<file path="src/rtl/cfu_seq.sv">
// Control flow unit: next-EIP for sequential/Jcc/JCXZ/LOOPcc/JMP/CALL/RET, ECX decrement, RET-checking return-address stack.
// Latency: one cycle; a command accepted at edge N has its result on the outputs with out_valid=1 after edge N.
// Backpressure: in_ready = !out_valid | out_ready; while out_valid & !out_ready the outputs and RAS hold.
//
// Ports: clk/rst_n (async active-low); in_valid/in_ready command handshake carrying opc, eflags, ecx,
// eip, instr_len, address; flush drops the pending result and empties the RAS; out_valid/out_ready
// result handshake carrying next_eip, ecx_out, ecx_we, ras_hit, ras_miss.
module cfu_seq #(
  parameter int ADDR_W    = 32,
  parameter int LEN_W     = 4,
  parameter int RAS_DEPTH = 8
) (
  input  logic              clk,
  input  logic              rst_n,
  input  logic              in_valid,
  output logic              in_ready,
  input  logic [6:0]        opc,
  input  logic [31:0]       eflags,
  input  logic [ADDR_W-1:0] ecx,
  input  logic [ADDR_W-1:0] eip,
  input  logic [LEN_W-1:0]  instr_len,
  input  logic [ADDR_W-1:0] address,
  input  logic              flush,
  output logic              out_valid,
  input  logic              out_ready,
  output logic [ADDR_W-1:0] next_eip,
  output logic [ADDR_W-1:0] ecx_out,
  output logic              ecx_we,
  output logic              ras_hit,
  output logic              ras_miss
);

  // Command encoding; any opc not listed is a plain sequential instruction.
  localparam logic [6:0] CMD_JO = 7'd0,  CMD_JNO = 7'd1,  CMD_JB  = 7'd2,  CMD_JAE = 7'd3;
  localparam logic [6:0] CMD_JE = 7'd4,  CMD_JNE = 7'd5,  CMD_JBE = 7'd6,  CMD_JA  = 7'd7;
  localparam logic [6:0] CMD_JS = 7'd8,  CMD_JNS = 7'd9,  CMD_JP  = 7'd10, CMD_JNP = 7'd11;
  localparam logic [6:0] CMD_JL = 7'd12, CMD_JGE = 7'd13, CMD_JLE = 7'd14, CMD_JG  = 7'd15;
  localparam logic [6:0] CMD_JCXZ = 7'd16, CMD_LOOP = 7'd17, CMD_LOOPE = 7'd18, CMD_LOOPNE = 7'd19;
  localparam logic [6:0] CMD_JMPR = 7'd20, CMD_JMPI = 7'd21, CMD_CALLR = 7'd22, CMD_CALLI = 7'd23;
  localparam logic [6:0] CMD_RET  = 7'd24;

  localparam int PTR_W = $clog2(RAS_DEPTH);
  localparam int CNT_W = PTR_W + 1;

  logic [ADDR_W-1:0] ras_mem [RAS_DEPTH];
  logic [PTR_W-1:0]  ras_ptr;   // next free slot; top of stack is ras_ptr-1
  logic [CNT_W-1:0]  ras_cnt;

  logic cf, pf, zf, sf, of;
  logic [ADDR_W-1:0] seq_eip, rel_eip, dec, top, nxt;
  logic taken_rel, taken_abs, loop_cmd, is_call, is_ret, accept;

  assign cf = eflags[0];
  assign pf = eflags[2];
  assign zf = eflags[6];
  assign sf = eflags[7];
  assign of = eflags[11];

  assign seq_eip = eip + {{(ADDR_W-LEN_W){1'b0}}, instr_len};
  assign rel_eip = seq_eip + address;
  assign dec     = ecx - ADDR_W'(1);
  assign top     = ras_mem[ras_ptr - PTR_W'(1)];

  assign in_ready = !out_valid | out_ready;
  assign accept   = in_valid & in_ready & !flush;
  assign is_call  = (opc == CMD_CALLR) | (opc == CMD_CALLI);
  assign is_ret   = (opc == CMD_RET);

  always_comb begin
    taken_rel = 1'b0;
    taken_abs = 1'b0;
    loop_cmd  = 1'b0;
    case (opc)
      CMD_JO:     taken_rel = of;
      CMD_JNO:    taken_rel = !of;
      CMD_JB:     taken_rel = cf;
      CMD_JAE:    taken_rel = !cf;
      CMD_JE:     taken_rel = zf;
      CMD_JNE:    taken_rel = !zf;
      CMD_JBE:    taken_rel = cf | zf;
      CMD_JA:     taken_rel = !cf & !zf;
      CMD_JS:     taken_rel = sf;
      CMD_JNS:    taken_rel = !sf;
      CMD_JP:     taken_rel = pf;
      CMD_JNP:    taken_rel = !pf;
      CMD_JL:     taken_rel = sf ^ of;
      CMD_JGE:    taken_rel = !(sf ^ of);
      CMD_JLE:    taken_rel = zf | (sf ^ of);
      CMD_JG:     taken_rel = !zf & !(sf ^ of);
      CMD_JCXZ:   taken_rel = (ecx == '0);
      CMD_LOOP:   begin loop_cmd = 1'b1; taken_rel = (dec != '0);        end
      CMD_LOOPE:  begin loop_cmd = 1'b1; taken_rel = (dec != '0) & zf;  end
      CMD_LOOPNE: begin loop_cmd = 1'b1; taken_rel = (dec != '0) & !zf; end
      CMD_JMPR, CMD_CALLR:           taken_rel = 1'b1;
      CMD_JMPI, CMD_CALLI, CMD_RET:  taken_abs = 1'b1;
      default: ;
    endcase
    nxt = taken_abs ? address : (taken_rel ? rel_eip : seq_eip);
  end

  always_ff @(posedge clk or negedge rst_n) begin
    if (!rst_n) begin
      out_valid <= 1'b0;
      next_eip  <= '0;
      ecx_out   <= '0;
      ecx_we    <= 1'b0;
      ras_hit   <= 1'b0;
      ras_miss  <= 1'b0;
      ras_ptr   <= '0;
      ras_cnt   <= '0;
    end else if (flush) begin
      out_valid <= 1'b0;
      ras_ptr   <= '0;
      ras_cnt   <= '0;
    end else if (in_ready) begin
      out_valid <= in_valid;
      if (in_valid) begin
        next_eip <= nxt;
        ecx_out  <= loop_cmd ? dec : ecx;
        ecx_we   <= loop_cmd;
        ras_hit  <= 1'b0;
        ras_miss <= 1'b0;
        if (is_call) begin
          // Full stack wraps over its oldest entry; count saturates.
          ras_ptr <= ras_ptr + PTR_W'(1);
          if (ras_cnt != CNT_W'(RAS_DEPTH)) ras_cnt <= ras_cnt + CNT_W'(1);
        end else if (is_ret) begin
          if (ras_cnt != '0) begin
            ras_ptr  <= ras_ptr - PTR_W'(1);
            ras_cnt  <= ras_cnt - CNT_W'(1);
            ras_hit  <= (top == address);
            ras_miss <= (top != address);
          end else begin
            ras_miss <= 1'b1;
          end
        end
      end
    end
  end

  // Entries carry no reset: only the pointer/count define which are live.
  always_ff @(posedge clk) begin
    if (accept && is_call) ras_mem[ras_ptr] <= seq_eip;
  end

endmodule

</file>
<file path="config.mk">
export PLATFORM = sky130hd
export DESIGN_NAME = cfu_seq
export DESIGN_NICKNAME = d
export VERILOG_FILES = /design/src/rtl/cfu_seq.sv
export SDC_FILE = /design/constraint.sdc
export NUM_CORES = 1
export LEC_CHECK = 0
export ABC_AREA = 1
export BUFFER_PORTS_ARGS = -buffer_cell sky130_fd_sc_hd__buf_2
export CORE_AREA = 2 2 185 187
export CTS_BUF_LIST = sky130_fd_sc_hd__clkbuf_8
export DETAILED_ROUTE_END_ITERATION = 6
export DIE_AREA = 0 0 187 189
export PLACE_DENSITY = 0.83
export SLEW_MARGIN = 25
export SYNTH_ARGS = -nofsm -noshare
export SYNTH_HDL_FRONTEND = slang
export SYNTH_SLANG_ARGS = --single-unit
</file>
<file path="constraint.sdc">
create_clock -name clk -period 3.8 [get_ports clk]
set_input_delay 0 -clock clk [delete_from_list [all_inputs] [get_ports clk]]
set_output_delay 0 -clock clk [all_outputs]
set_load 0.05 [all_outputs]
</file>
==> results.yml <==
synth:
  synth.net_count: 2234
  synth_seq_cells: 331
  synthArstFlopShare_pct: 22.7
  synth.area.top_cells: "edfxtp_1, dfrtp_1, nand2_1"
  yosysWarnings: 0
  syn_area_sq_mm: 0.0181
  avgSynthCellArea_sq_um: 8.86
  synthFlopType: "edfxtp_1"
  yosysTopAreaCell: "edfxtp_1"
  yosys-top-cells-count: "nand2_1, nor2_1, edfxtp_1"
  netlist.area_leader.share_pct: 42.4
  ys_types: 48
  synthCells: 2046
  yosysMostFrequentCell: "nand2_1"
  synth-edff-count: 256
  yosysSeqAreaShare_pct: 52.8
grt:
  antenna_found_initial: 0
  grt_util_all_layers_pct: 32.2
  grt_pass1_vias: 16700
  grt_pass1_wl_microns: 89000
  grt_start_max_net_pins: 132
  overflow: 0
clock_network:
  root_buffer: "clkbuf_8"
  cts_buffers: 53
  htree_levels: 2
  clk_pin_slew_worst_paths_ns: 0.07
  clock_sinks: 331
  cts_buffer_depth: 3
  clk_latency_ns: 0.63
  cts_tree: "yes"
worst_setup_path:
  crit_path_end_kind: "flip-flop"
  reg2reg_from: "ras_ptr[1]$_DFFE_PN0P_"
  path_max_fanout: 42
  critPathKind: "reg2reg"
  reg2reg_to: "ras_miss$_DFFE_PN0P_"
  arrival_ns: 4.04
  cp-start-kind: "flip-flop"
  r2r_slack_ns: 0.23
  crit_start: "ras_ptr[1]$_DFFE_PN0P_"
  reg2reg_depth: 14
  worstPathRequired_ns: 4.28
drt:
  ant_nets: 0
  wl_microns: 57500
  drtIter0Drc: 1915
  drt_first_pass_iters: 7
  vias_per_cell: 5.86
  dr_total_vias: 16900
  drc: 0
  wl_per_cell_microns: 19.9
timing:
  period_share_pct: 93.8
  setup_viol: 0
  finalCriticalPeriod_ns: 3.57
  fmax_mhz: 280
  max-slew-margin-rel_pct: 39.0
  fin_setup_tns_ns: 0
  rsz0062_at_grt: "no"
  finClkSkew_ns: 0.0425
  setup_slack_ns: 0.235
  slew_violations: 0
  worst_slew_pin_slew_ns: 0.915
  hold_viol_final: 0
min_path:
  hold_path.class: "in2reg"
  hold_path_startpoint: "eip[24]"
  holdPathStages: 6
  worst_hold_path.endpoint: "next_eip[24]$_DFFE_PN0P_"
layout:
  fillCellCount: 2559
  final_layout_size_suffix_gt1_share_pct: 16.3
  area_delta_synth_final_pct: 22.4
  diodes: 0
  stdcell_count: 2883
  nets: 2579
placed_design:
  io_buffers: 185
  gp_congestion: 0.959
  place_inst: 2682
  dp_hpwl_microns: 37900
  dp_slack_ns: -0.186
power_and_ir_drop:
  power.total_mw: 10.1
  pwr_density_cell_mw_per_mm2: 455
  leakage_nw: 9.36
  vdd_drop_max_v: 0.000363
floorplan:
  die_w_microns: 187
  die_h_microns: 189
  row_count: 67
  design.die.area_sq_mm: 0.0353
  start_util_pct: 54.5
  ios: 213
  coreArea_sq_mm: 0.0333
job:
  drv_cap: 0
status:
  status: "finished clean"
-- where the power goes --
part | leakage [nW] | switching (mW) | internal, mW | total, mW
logic | 5.56 | 1.96 | 0.915 | 2.88
registers | 3.20 | 0.104 | 4.06 | 4.16
clock network | 0.593 | 1.46 | 1.59 | 3.05
total | 9.36 | 3.53 | 6.57 | 10.1
-- routing by layer --
metal,GRT usage [%],up-vias,wire [microns]
li1,-,7764,-
met1,42.8,7875,22400
met2,51.6,1045,26000
met3,6.58,196,6570
met4,13.9,0,2450
met5,0,-,0
-- flip-flops by register name, indices dropped and copies added, names as in the netlist --
register,flops
ras_mem,256
ecx_we,1
out_valid,1
ras_hit,1
ras_ptr,3
ras_cnt,4
next_eip,32
ras_miss,1
ecx_out,32
-- what timing repair did --
item                                    in CTS  in global routing
endpoints found under the setup margin       0                  5
buffers inserted                             0                  0
resized for setup                            0                 25
endpoints found under the hold margin      254                  0
hold buffers                               102                  0
-- kinds of logic (layout without fill, tap and decap cells) --
logic type,after synthesis,count (layout),synth area share [%]
compound gates,392,392,12.4
simple gates,930,930,21.7
buf+inv,259,648,5.61
flops,331,331,52.8
xor+xnor,89,89,4.34
mux,1,1,0.0552
fa+ha+maj,44,44,3.16
-- placed cells by master (no fill, tap or decap), types with 3 or more instances in the layout --
cell	n
dfrtp_1	74
nor4_1	6
buf_4	82
clkinv_1	12
buf_12	4
edfxtp_1	256
clkinv_2	7
nor2_2	8
a21oi_1	95
clkinvlp_4	3
o221ai_1	28
a221o_1	3
nand2_1	358
ha_1	38
nand3_1	162
o21ai_1	3
xnor2_1	25
clkbuf_8	60
o211ai_1	24
o21a_1	3
nand4_1	33
nor3_2	10
inv_1	186
o22ai_1	35
nand3b_1	3
a21o_1	4
nor3_1	25
nor2_4	7
nand2_2	5
buf_2	184
dlygate4sd3_1	101
nor2_1	302
inv_2	5
a21boi_0	4
xor2_1	63
fa_1	3
o21ai_0	179
-- critical path: stages (launching register included) --
cell and delay, ns:
dfrtp_1 0.50, inv_1 0.20, ha_1 0.36, buf_4 0.42, nor2_1 0.11, o21ai_0 0.10
o21ai_0 0.10, o21ai_0 0.57, o22ai_1 0.16, a211oi_1 0.26, nand3_1 0.12, nor2_1 0.27
nand3_1 0.13, nand2_1 0.09, nand2_1 0.05
-- how the worst max path moves through the flow --
| stage | slack, ns | cells after the start | to |
|---|---|---|---|
| global placement | -0.15 | 25 | next_eip[21]$_DFFE_PN0P_ |
| finish | 0.23 | 14 | ras_miss$_DFFE_PN0P_ |
| global route | 0.002 | 29 | next_eip[26]$_DFFE_PN0P_ |
| floorplan | -0.51 | 7 | ras_mem[4][0]$_DFFE_PP_ |
| detailed placement | -0.19 | 27 | next_eip[27]$_DFFE_PN0P_ |
| CTS | 0.009 | 20 | next_eip[20]$_DFFE_PN0P_ |
-- metrics by stage --
step / cell area [sq um] / util [%] / hold WS (ns)
global route: 22200 / 66.7 / 0.0399
CTS: 22100 / 66.4 / 0.00884
detailed placement: 20000 / 60.1 / -0.0623
finish: 22200 / 66.7 / 0.0600
global placement: 20000 / 60.1 / -0.0680
floorplan: 18100 / - / -0.296
-- final cells by class --
type	count	area (sq um)	area share, %
sequential	331	9570	43.1
multi-input combinational	1456	7700	34.7
timing repair buffer	371	2630	11.8
clock buffer	60	826	3.72
inverter	178	669	3.02
tap	448	561	2.53
clock inverter	39	235	1.06
(Power assumes the default switching activity.)
